### src/rtl/chipset_pkg.sv
// rtl/chipset_pkg.sv - shared types and helpers for the chipset data bus.
package chipset_pkg;

  typedef enum logic [1:0] {
    IDLE = 2'd0,
    WAIT = 2'd1,
    HOLD = 2'd2
  } router_state_e;

  localparam int DEFAULT_IDLE_VALUE = 0;

  // Room for every source index plus one extra code for "external or none".
  function automatic int idx_width(input int num_sources);
    return $clog2(num_sources + 1);
  endfunction

endpackage

### src/rtl/priority_encoder.sv
// rtl/priority_encoder.sv - lowest-set-index encoder with valid and multi-hit flags.
module priority_encoder
  import chipset_pkg::*;
#(
  parameter int NUM_SOURCES = 4
) (
  input  logic [NUM_SOURCES-1:0]                req,
  output logic [idx_width(NUM_SOURCES)-1:0]     idx,
  output logic                                  valid,
  output logic                                  multi
);

  localparam int IDX_W = idx_width(NUM_SOURCES);

  always_comb begin
    idx = IDX_W'(NUM_SOURCES);
    for (int i = NUM_SOURCES - 1; i >= 0; i--) begin
      if (req[i]) begin
        idx = IDX_W'(i);
      end
    end
  end

  assign valid = |req;
  // Clearing the lowest set bit leaves something only if two or more were set.
  assign multi = |(req & (req - NUM_SOURCES'(1)));

endmodule

### src/rtl/data_bus_router.sv
// rtl/data_bus_router.sv - registered, prioritised read-data router with wait states and contention tracking.
module data_bus_router
  import chipset_pkg::*;
#(
  parameter int                    DATA_WIDTH  = 8,
  parameter int                    NUM_SOURCES = 4,
  parameter int                    WAIT_WIDTH  = 4,
  parameter logic [DATA_WIDTH-1:0] IDLE_VALUE  = DATA_WIDTH'(DEFAULT_IDLE_VALUE)
) (
  input  logic                               clock,
  input  logic                               reset_n,
  input  logic                               read_strobe_n,
  input  logic [NUM_SOURCES-1:0]             source_select,
  input  logic [NUM_SOURCES*DATA_WIDTH-1:0]  source_data,
  input  logic [NUM_SOURCES*WAIT_WIDTH-1:0]  source_wait_states,
  input  logic                               external_direction,
  input  logic [DATA_WIDTH-1:0]              external_data,
  output logic [DATA_WIDTH-1:0]              data_out,
  output logic                               data_valid,
  output logic                               ready,
  output logic [idx_width(NUM_SOURCES)-1:0]  winner,
  output logic                               contention,
  output logic [7:0]                         contention_count,
  input  logic                               contention_clear
);

  localparam int IDX_W = idx_width(NUM_SOURCES);
  localparam logic [IDX_W-1:0] NO_SOURCE = IDX_W'(NUM_SOURCES);

  router_state_e          state_q, state_d;
  logic                   strobe_q, strobe_d;
  logic [WAIT_WIDTH-1:0]  cnt_q, cnt_d;
  logic [IDX_W-1:0]       winner_q, winner_d;
  logic [DATA_WIDTH-1:0]  data_q, data_d;
  logic                   valid_q, valid_d;
  logic                   ready_q, ready_d;
  logic                   contention_q, contention_d;
  logic [7:0]             count_q, count_d;

  logic [IDX_W-1:0]       enc_idx;
  logic                   enc_valid;
  logic                   enc_multi;
  logic [WAIT_WIDTH-1:0]  enc_wait;
  logic [DATA_WIDTH-1:0]  enc_data;
  logic [DATA_WIDTH-1:0]  winner_data;
  logic                   start_edge;
  logic                   claim_event;
  logic [7:0]             count_base;

  priority_encoder #(
    .NUM_SOURCES(NUM_SOURCES)
  ) u_priority_encoder (
    .req   (source_select),
    .idx   (enc_idx),
    .valid (enc_valid),
    .multi (enc_multi)
  );

  // Per-source muxes: the fresh claimant at E0, and the latched winner while waiting.
  always_comb begin
    enc_wait    = '0;
    enc_data    = external_direction ? external_data : IDLE_VALUE;
    winner_data = IDLE_VALUE;
    for (int i = 0; i < NUM_SOURCES; i++) begin
      if (enc_valid && enc_idx == IDX_W'(i)) begin
        enc_wait = source_wait_states[i*WAIT_WIDTH +: WAIT_WIDTH];
        enc_data = source_data[i*DATA_WIDTH +: DATA_WIDTH];
      end
      if (winner_q == IDX_W'(i)) begin
        winner_data = source_data[i*DATA_WIDTH +: DATA_WIDTH];
      end
    end
  end

  assign start_edge  = !read_strobe_n && strobe_q && (state_q == IDLE);
  assign claim_event = start_edge && enc_multi;

  always_comb begin
    state_d      = state_q;
    strobe_d     = read_strobe_n;
    cnt_d        = cnt_q;
    winner_d     = winner_q;
    data_d       = data_q;
    valid_d      = valid_q;
    ready_d      = ready_q;

    case (state_q)
      IDLE: begin
        if (start_edge) begin
          winner_d = enc_valid ? enc_idx : NO_SOURCE;
          if (enc_valid && enc_wait != '0) begin
            cnt_d   = enc_wait - WAIT_WIDTH'(1);
            ready_d = 1'b0;
            state_d = WAIT;
          end else begin
            data_d  = enc_data;
            valid_d = 1'b1;
            state_d = HOLD;
          end
        end
      end
      WAIT: begin
        if (read_strobe_n) begin
          ready_d = 1'b1;
          state_d = IDLE;
        end else if (cnt_q != '0) begin
          cnt_d = cnt_q - WAIT_WIDTH'(1);
        end else begin
          data_d  = winner_data;
          valid_d = 1'b1;
          ready_d = 1'b1;
          state_d = HOLD;
        end
      end
      HOLD: begin
        if (read_strobe_n) begin
          data_d  = IDLE_VALUE;
          valid_d = 1'b0;
          state_d = IDLE;
        end
      end
      default: begin
        data_d  = IDLE_VALUE;
        valid_d = 1'b0;
        ready_d = 1'b1;
        state_d = IDLE;
      end
    endcase
  end

  // A clear in the same cycle as an event is applied first, so the event still counts.
  always_comb begin
    count_base   = contention_clear ? 8'd0 : count_q;
    count_d      = count_base;
    contention_d = contention_q && !contention_clear;
    if (claim_event) begin
      contention_d = 1'b1;
      count_d      = (count_base == 8'hFF) ? count_base : count_base + 8'd1;
    end
  end

  always_ff @(posedge clock) begin
    if (!reset_n) begin
      state_q      <= IDLE;
      strobe_q     <= 1'b1;
      cnt_q        <= '0;
      winner_q     <= NO_SOURCE;
      data_q       <= IDLE_VALUE;
      valid_q      <= 1'b0;
      ready_q      <= 1'b1;
      contention_q <= 1'b0;
      count_q      <= 8'd0;
    end else begin
      state_q      <= state_d;
      strobe_q     <= strobe_d;
      cnt_q        <= cnt_d;
      winner_q     <= winner_d;
      data_q       <= data_d;
      valid_q      <= valid_d;
      ready_q      <= ready_d;
      contention_q <= contention_d;
      count_q      <= count_d;
    end
  end

  assign data_out         = data_q;
  assign data_valid       = valid_q;
  assign ready            = ready_q;
  assign winner           = winner_q;
  assign contention       = contention_q;
  assign contention_count = count_q;

endmodule

### config.mk
export PLATFORM = sky130hd
export DESIGN_NAME = data_bus_router
export DESIGN_NICKNAME = d
export VERILOG_FILES = /design/src/rtl/chipset_pkg.sv /design/src/rtl/priority_encoder.sv /design/src/rtl/data_bus_router.sv
export SDC_FILE = /design/constraint.sdc
export NUM_CORES = 1
export LEC_CHECK = 0
export ABC_AREA = 1
export CORE_MARGIN = 2
export CORE_UTILIZATION = 45
export CTS_CLUSTER_SIZE = 30
export DETAILED_ROUTE_END_ITERATION = 10
export PLACE_DENSITY = 0.9
export SYNTH_ARGS = -nofsm -noshare
export SYNTH_HDL_FRONTEND = slang
export SYNTH_HIERARCHICAL = 1
export SYNTH_SLANG_ARGS = --single-unit
### constraint.sdc
create_clock -name clock -period 4.6 [get_ports clock]
set_clock_uncertainty 0.15 [all_clocks]
set_input_delay 0.69 -clock clock [delete_from_list [all_inputs] [get_ports clock]]
set_output_delay 0.69 -clock clock [all_outputs]
set_load 0.1 [all_outputs]
Word level (Yosys, flattened, before mapping) --
Index checks and enable logic that the tools add are counted.
Operators by class: $add $sub $neg 4, reduce and logical (&&, ||, !) cells 24, equality and inequality tests 17, bitwise operators 2, mux-type cells 49
Operator list (number):
- 2-to-1 mux 8 bit | 17
- 2-to-1 mux 4 bit | 8
- case mux 8 bit (3 select lines) | 1
- 2-to-1 mux 3 bit | 5
- equality test 3 x 2 -> 1 bit (second input constant) | 4
- inequality test 2 bit (second input constant) | 6
- subtractor 4 x 1 -> 4 bit (second input constant) | 3
- 2-to-1 mux 2 bit | 5
- AND reduction 5 bit | 2
- logical AND 1 bit | 9
- 2-to-1 mux 1 bit | 9
- adder 8 x 1 -> 8 bit (second input constant) | 1
- equality test 8 bit (second input constant) | 1
- case mux 4 bit (2 select lines) | 1
- nonzero test 4 bit | 2
- OR reduction 4 bit | 2
- equality test 3 x 1 -> 1 bit (second input constant) | 2
- logical NOT 3 bit | 2
- case mux 1 bit (3 select lines) | 2
- case mux 2 bit (3 select lines) | 1
- bitwise AND 4 bit | 1
- AND reduction 4 bit | 1
- inequality test 3 bit (second input constant) | 1
- AND reduction 3 bit | 1
- other kinds (8) | 9
Storage, ports and cells: input bits 65, output and inout port bits 22, logic and storage cells 105, flip-flop bits (word level) 29

Longest topological paths before layout --
depth after elaboration 15, mapped depth 17, depth with buffers taken out 16

Cells and area by module --
The synthesis kept the hierarchy.
Modules (own cells, without submodules):
- data_bus_router | times used 1, area each 2404.8 um^2, sequential area each 580.6 um^2, cells each 418
- priority_encoder | times used 1, area each 61.3 um^2, sequential area each 0.0 um^2, cells each 15

Least setup slack after synthesis --
Ideal clock, no wire load.
path type input to register, from input source_select[2], to register cnt_q[2], arrival time 2.200 ns, cell stages on the path 17, path buffers 1, library setup time 0.116 ns, required time 4.334 ns, slack 2.134 ns, cells stage by stage inv_1 > nand2_1 > a21oi_1 > inv_1 > nor2_2 > nand2_2 > buf_6 > nor2_4 > inv_1 > nand2_1 > nand2_1 > nand2_1 > ha_1 > nand3b_1 > nand2_1 > o21ai_0 > nor2_1
On the way: cells in the longest elaborated chain, start to end 13, elaborated cells between the ends (all ways) 24, those cells by class add/sub: 1; eq/ne: 4; mux: 10; reduce/logical: 9
RTL lines:
- start: declaration | RTL line data_bus_router.sv:13 | input logic [NUM_SOURCES-1:0] source_select,
- 2-to-1 mux 3 bit (*) (3 in series) | RTL line priority_encoder.sv:18 | if (req[i]) begin
- named net enc_idx[0] | RTL line data_bus_router.sv:40 | logic [IDX_W-1:0] enc_idx;
- logical NOT 3 bit | RTL line data_bus_router.sv:65 | if (enc_valid && enc_idx == IDX_W'(i)) begin
- logical AND 1 bit | RTL line data_bus_router.sv:65
- 2-to-1 mux 4 bit (3 in series) | RTL line data_bus_router.sv:65
- 2-to-1 mux 4 bit (*) | RTL line data_bus_router.sv:65
- subtractor 4 x 1 -> 4 bit or nonzero test 4 bit (tied branches) | RTL line data_bus_router.sv:92, data_bus_router.sv:91
- 2-to-1 mux 4 bit or logical AND 1 bit (tied branches) | RTL line data_bus_router.sv:91 | if (enc_valid && enc_wait != '0) begin
- 2-to-1 mux 4 bit or inequality test 2 x 1 -> 1 bit (tied branches)
- case mux 4 bit (2 select lines) or AND reduction 5 bit (tied branches)
- end signal: assignment | RTL line data_bus_router.sv:156 | cnt_q <= cnt_d;
- end: declaration | RTL line data_bus_router.sv:32 | logic [WAIT_WIDTH-1:0] cnt_q, cnt_d;
The timed path passes the listed nets; every way through them passes the cells marked *. The select of a mux whose other input is x is not followed. A chain may end at the register's enable or synchronous reset.

Worst setup path in the final report --
from input source_select[0], to register cnt_q[2]
On the way: elaborated cells between the ends (all ways) 22, those cells by class add/sub: 1; eq/ne: 4; mux: 8; reduce/logical: 9
RTL lines:
- OR reduction 4 bit (*) | RTL line priority_encoder.sv:24 | assign valid = |req;
- named net enc_valid | RTL line data_bus_router.sv:41 | logic enc_valid;
- logical AND 1 bit | RTL line data_bus_router.sv:65
- 2-to-1 mux 4 bit (4 in series) | RTL line data_bus_router.sv:65
- subtractor 4 x 1 -> 4 bit or nonzero test 4 bit (tied branches) | RTL line data_bus_router.sv:92, data_bus_router.sv:91
- 2-to-1 mux 4 bit or logical AND 1 bit (tied branches) | RTL line data_bus_router.sv:91
- 2-to-1 mux 4 bit or inequality test 2 x 1 -> 1 bit (tied branches)
- case mux 4 bit (2 select lines) or AND reduction 5 bit (tied branches)
Marks and branches as above.

==> flow_metrics.env <==
export IMPL_syn_inst=433
export IMPL_h_tree_depth=2
export IMPL_multi_input_area_mm2=0.00158
export IMPL_path_cells="clkdlybuf4s50_1, nor2_1, nand2_1, inv_1, nor2_1, nand3_1, nand3_1, nand2_1, nand2_1, nand2_1, ha_1, nand3b_1, nand2_1, o21ai_0, nor2_1"
export IMPL_ys_warn_count=6
export IMPL_grt_max_degree=20
export IMPL_hpwlAfterDp_um=5890
export IMPL_leakage_nw=1.60
export IMPL_ys_seq_area_share_pct=23.5
export IMPL_avgSynthCellArea_um2=5.70
export IMPL_clock_latency_ns=0.28
export IMPL_gr_total_overflow=0
export IMPL_synth_edff_count=0
export IMPL_syn_cell_area_mm2=0.00247
export IMPL_fill_cells=509
export IMPL_p_per_area_mw_per_mm2=304
export IMPL_avgViaCountPerCell=5.23
export IMPL_min_path_type="flop to flop"
export IMPL_synth_compound_area_share_pct=17.4
export IMPL_core_area_mm2=0.00520
export IMPL_critPathCaptureType="flop"
export IMPL_max_slew_worst_pin_slew_ns=0.979
export IMPL_layout_drive_gt1_share_pct=6.96
export IMPL_finalHoldViolCount=0
export IMPL_cts_root_buffer="clkbuf_8"
export IMPL_slowest_stage="nor2_1"
export IMPL_outcome="finished, final reports clean"
export IMPL_holdBufCountCts=0
export IMPL_synth_mux_area_share_pct=0
export IMPL_rows=26
export IMPL_synth_top_family_by_area="simple AND/OR/NAND/NOR gates"
export IMPL_yosys_area_top_type="dfxtp_1"
export IMPL_track_usage_pct=25.5
export IMPL_crit_top_cell="nand2_1"
export IMPL_post_drt_wl_per_cell_um=12.8
export IMPL_pin_count=87
export IMPL_rsz0062_at_grt="no"
export IMPL_drtAntennaViolNets=0
export IMPL_die_h_um=78.0
export IMPL_slew_viol_final=0
export IMPL_syn_nets=500
export IMPL_synthAdderAreaFrac_pct=1.01
export IMPL_required_ns=4.67
export IMPL_arrival_ns=3.32
export IMPL_synthTopCellsByArea="dfxtp_1 (24%), nand2_1 (16%), nand3_1 (11%)"
export IMPL_start_kind="input port"
export IMPL_cts_path_max_buffers=2
export IMPL_ir_drop_mv=0.204
export IMPL_finalCritPeriodShare_pct=70.6
export IMPL_finalPower_mw=1.04
export IMPL_regArea_um2=581
export IMPL_power_frac_clock_pct=19.6
export IMPL_port_buffers=86
export IMPL_max_freq_mhz=308
export IMPL_timing_max_cap_violations=0
export IMPL_r2r_cells=8
export IMPL_post_cts_buffers=0
export IMPL_dr_total_vias=3070
export IMPL_drt_wl_total_um=7500
export IMPL_die_w_um=78.0
export IMPL_drc=0
export IMPL_gp_congestion=0.889
export IMPL_combPwrFrac_pct=51.0
export IMPL_worst_path_max_fanout=14
export IMPL_layout_min_cycle_time_ns=3.25
export IMPL_synthFlopType="dfxtp_1"
export IMPL_drtIter0Drc=213
export IMPL_die_area_mm2=0.00609
export IMPL_cts_sinks=29
export IMPL_worstReg2RegEnd="contention_count[3]"
export IMPL_setup_tns_ns=0
export IMPL_crit_type="input port to flop"
export IMPL_synth_seq_cells=29
export IMPL_post_cts_resized=0
export IMPL_antenna_found_initial=0
export IMPL_yosysTopAreaCellShare_pct=23.5
export IMPL_synthDistinctLibCells=34
export IMPL_switching_share_pct=46.3
export IMPL_synthArstFlopShare_pct=0
export IMPL_cp_depth=15
export IMPL_tritoncts="built"
export IMPL_nets=583
export IMPL_p_sw_uw=483
export IMPL_yosysMostFrequentCell="nand2_1"
export IMPL_cp_slowest_stage_delay_ns=0.64
export IMPL_clk_pin_slew_ns=0.06
export IMPL_setup_viol=0
export IMPL_crit_start="source_select[0]"
export IMPL_start_util_pct=47.4
export IMPL_crit_family="simple AND/OR/NAND/NOR gates"
export IMPL_crit_buf_inv=2
export IMPL_drtPass1Iterations=5
export IMPL_grt_pass1_wl_um=12600
export IMPL_relSlewSlack_pct=34.6
export IMPL_endpoint="cnt_q[2]"
export IMPL_area_growth_pct=39.3
export IMPL_p_int_uw=561
export IMPL_cts_buffers=5
export IMPL_worst_r2r_startpoint="state_q[1]"
export IMPL_reg2reg_slack_ns=1.98
export IMPL_synthSimpleGateAreaFrac_pct=44.9
export IMPL_p_seq_share_pct=29.4
export IMPL_grt_pass1_vias=2896
export IMPL_synth_common_cells="nand2_1 (107), inv_1 (57), nor2_1 (55)"
export IMPL_diodes=0
export IMPL_post_synth_xor_area_fraction_pct=0.710
worst min-delay path by stage:
| stage | endpoint | start | slack [ns] | cells after the start |
|---|---|---|---|---|
| floorplan | ready | state_q[0] | 0.31 | 2 |
| global placement | ready | ready | 0.30 | 2 |
| detailed placement | ready | ready | 0.30 | 2 |
| CTS | ready | ready | 0.32 | 2 |
| global route | ready | ready | 0.34 | 2 |
| finish | data_out[5] | data_out[5] | 0.31 | 2 |
logic make-up after synthesis:
| family | Yosys count |
|---|---|
| simple gates | 247 |
| compound gates | 80 |
| buf+inv | 73 |
| flops | 29 |
| xor+xnor | 2 |
| fa+ha+maj | 2 |
flip-flops by register name, summed over array words and instances, names as in the netlist:
register / count
cnt_q: 4
contention_count: 8
winner: 3
data_out: 8
strobe_q: 1
state_q: 2
ready: 1
data_valid: 1
contention: 1
power groups by stage:
stage / Sequential, mW / Combinational (mW) / Clock [mW]
floorplan: 0.452 / 0.237 / 0
CTS: 0.307 / 0.530 / 0.211
global placement: 0.311 / 0.519 / 0
detailed placement: 0.312 / 0.528 / 0
finish: 0.307 / 0.532 / 0.204
global route: 0.312 / 0.578 / 0.224
cell usage in the layout, fill, tap and decap left out, types with 2 or more instances in the layout:
| cell | n |
|---|---|
| nand2_1 | 107 |
| clkdlybuf4s50_1 | 86 |
| inv_1 | 57 |
| nor2_1 | 55 |
| nand3_1 | 53 |
| a21oi_1 | 36 |
| o21ai_0 | 31 |
| dfxtp_1 | 29 |
| nor2_2 | 6 |
| inv_2 | 5 |
| a31oi_1 | 5 |
| clkbuf_8 | 5 |
| or2_2 | 4 |
| nand4_1 | 4 |
| nor3_1 | 4 |
| nand2_2 | 3 |
| nand2_4 | 3 |
| o22ai_1 | 3 |
| o211ai_1 | 2 |
| nor2_4 | 2 |
| nand3b_1 | 2 |
| ha_1 | 2 |
| clkinv_2 | 2 |
cell type report:
cell class	count	area share, %
clock inverter	3	0.510
clock buffer	5	2.00
tap	70	2.55
multi-input combinational	331	46.0
inverter	63	7.03
timing repair buffer	86	25.1
sequential	29	16.9
layer usage:
| metal | track usage (%) | share of wire, % |
|---|---|---|
| met4 | 8.95 | 2.1 |
| met2 | 44.2 | 49 |
| met5 | 0 | 0 |
| met1 | 31.0 | 43 |
| met3 | 5.63 | 6.1 |
metrics by stage:
step	std cells	instance area (µm²)	util, %	hold WS, ns	worst slack, ns
after global placement	579	3350	64.4	0.302	1.19
after global routing	587	3440	66.0	0.340	1.02
final	587	3440	66.0	0.314	1.35
after CTS	587	3440	66.0	0.315	1.35
after detailed placement	579	3350	64.4	0.305	1.02
after floorplan	433	2470	-	0.309	2.13
worst min-delay path: cells and delay by family, from the launching register on:
| family | cells | cell delay [ns] |
|---|---|---|
| flip-flops | 1 | 0.31 |
| AO/OA/AOI/OAI | 1 | 0.05 |
| AND/OR/NAND/NOR | 1 | 0.06 |
(Power assumes the default switching activity.)
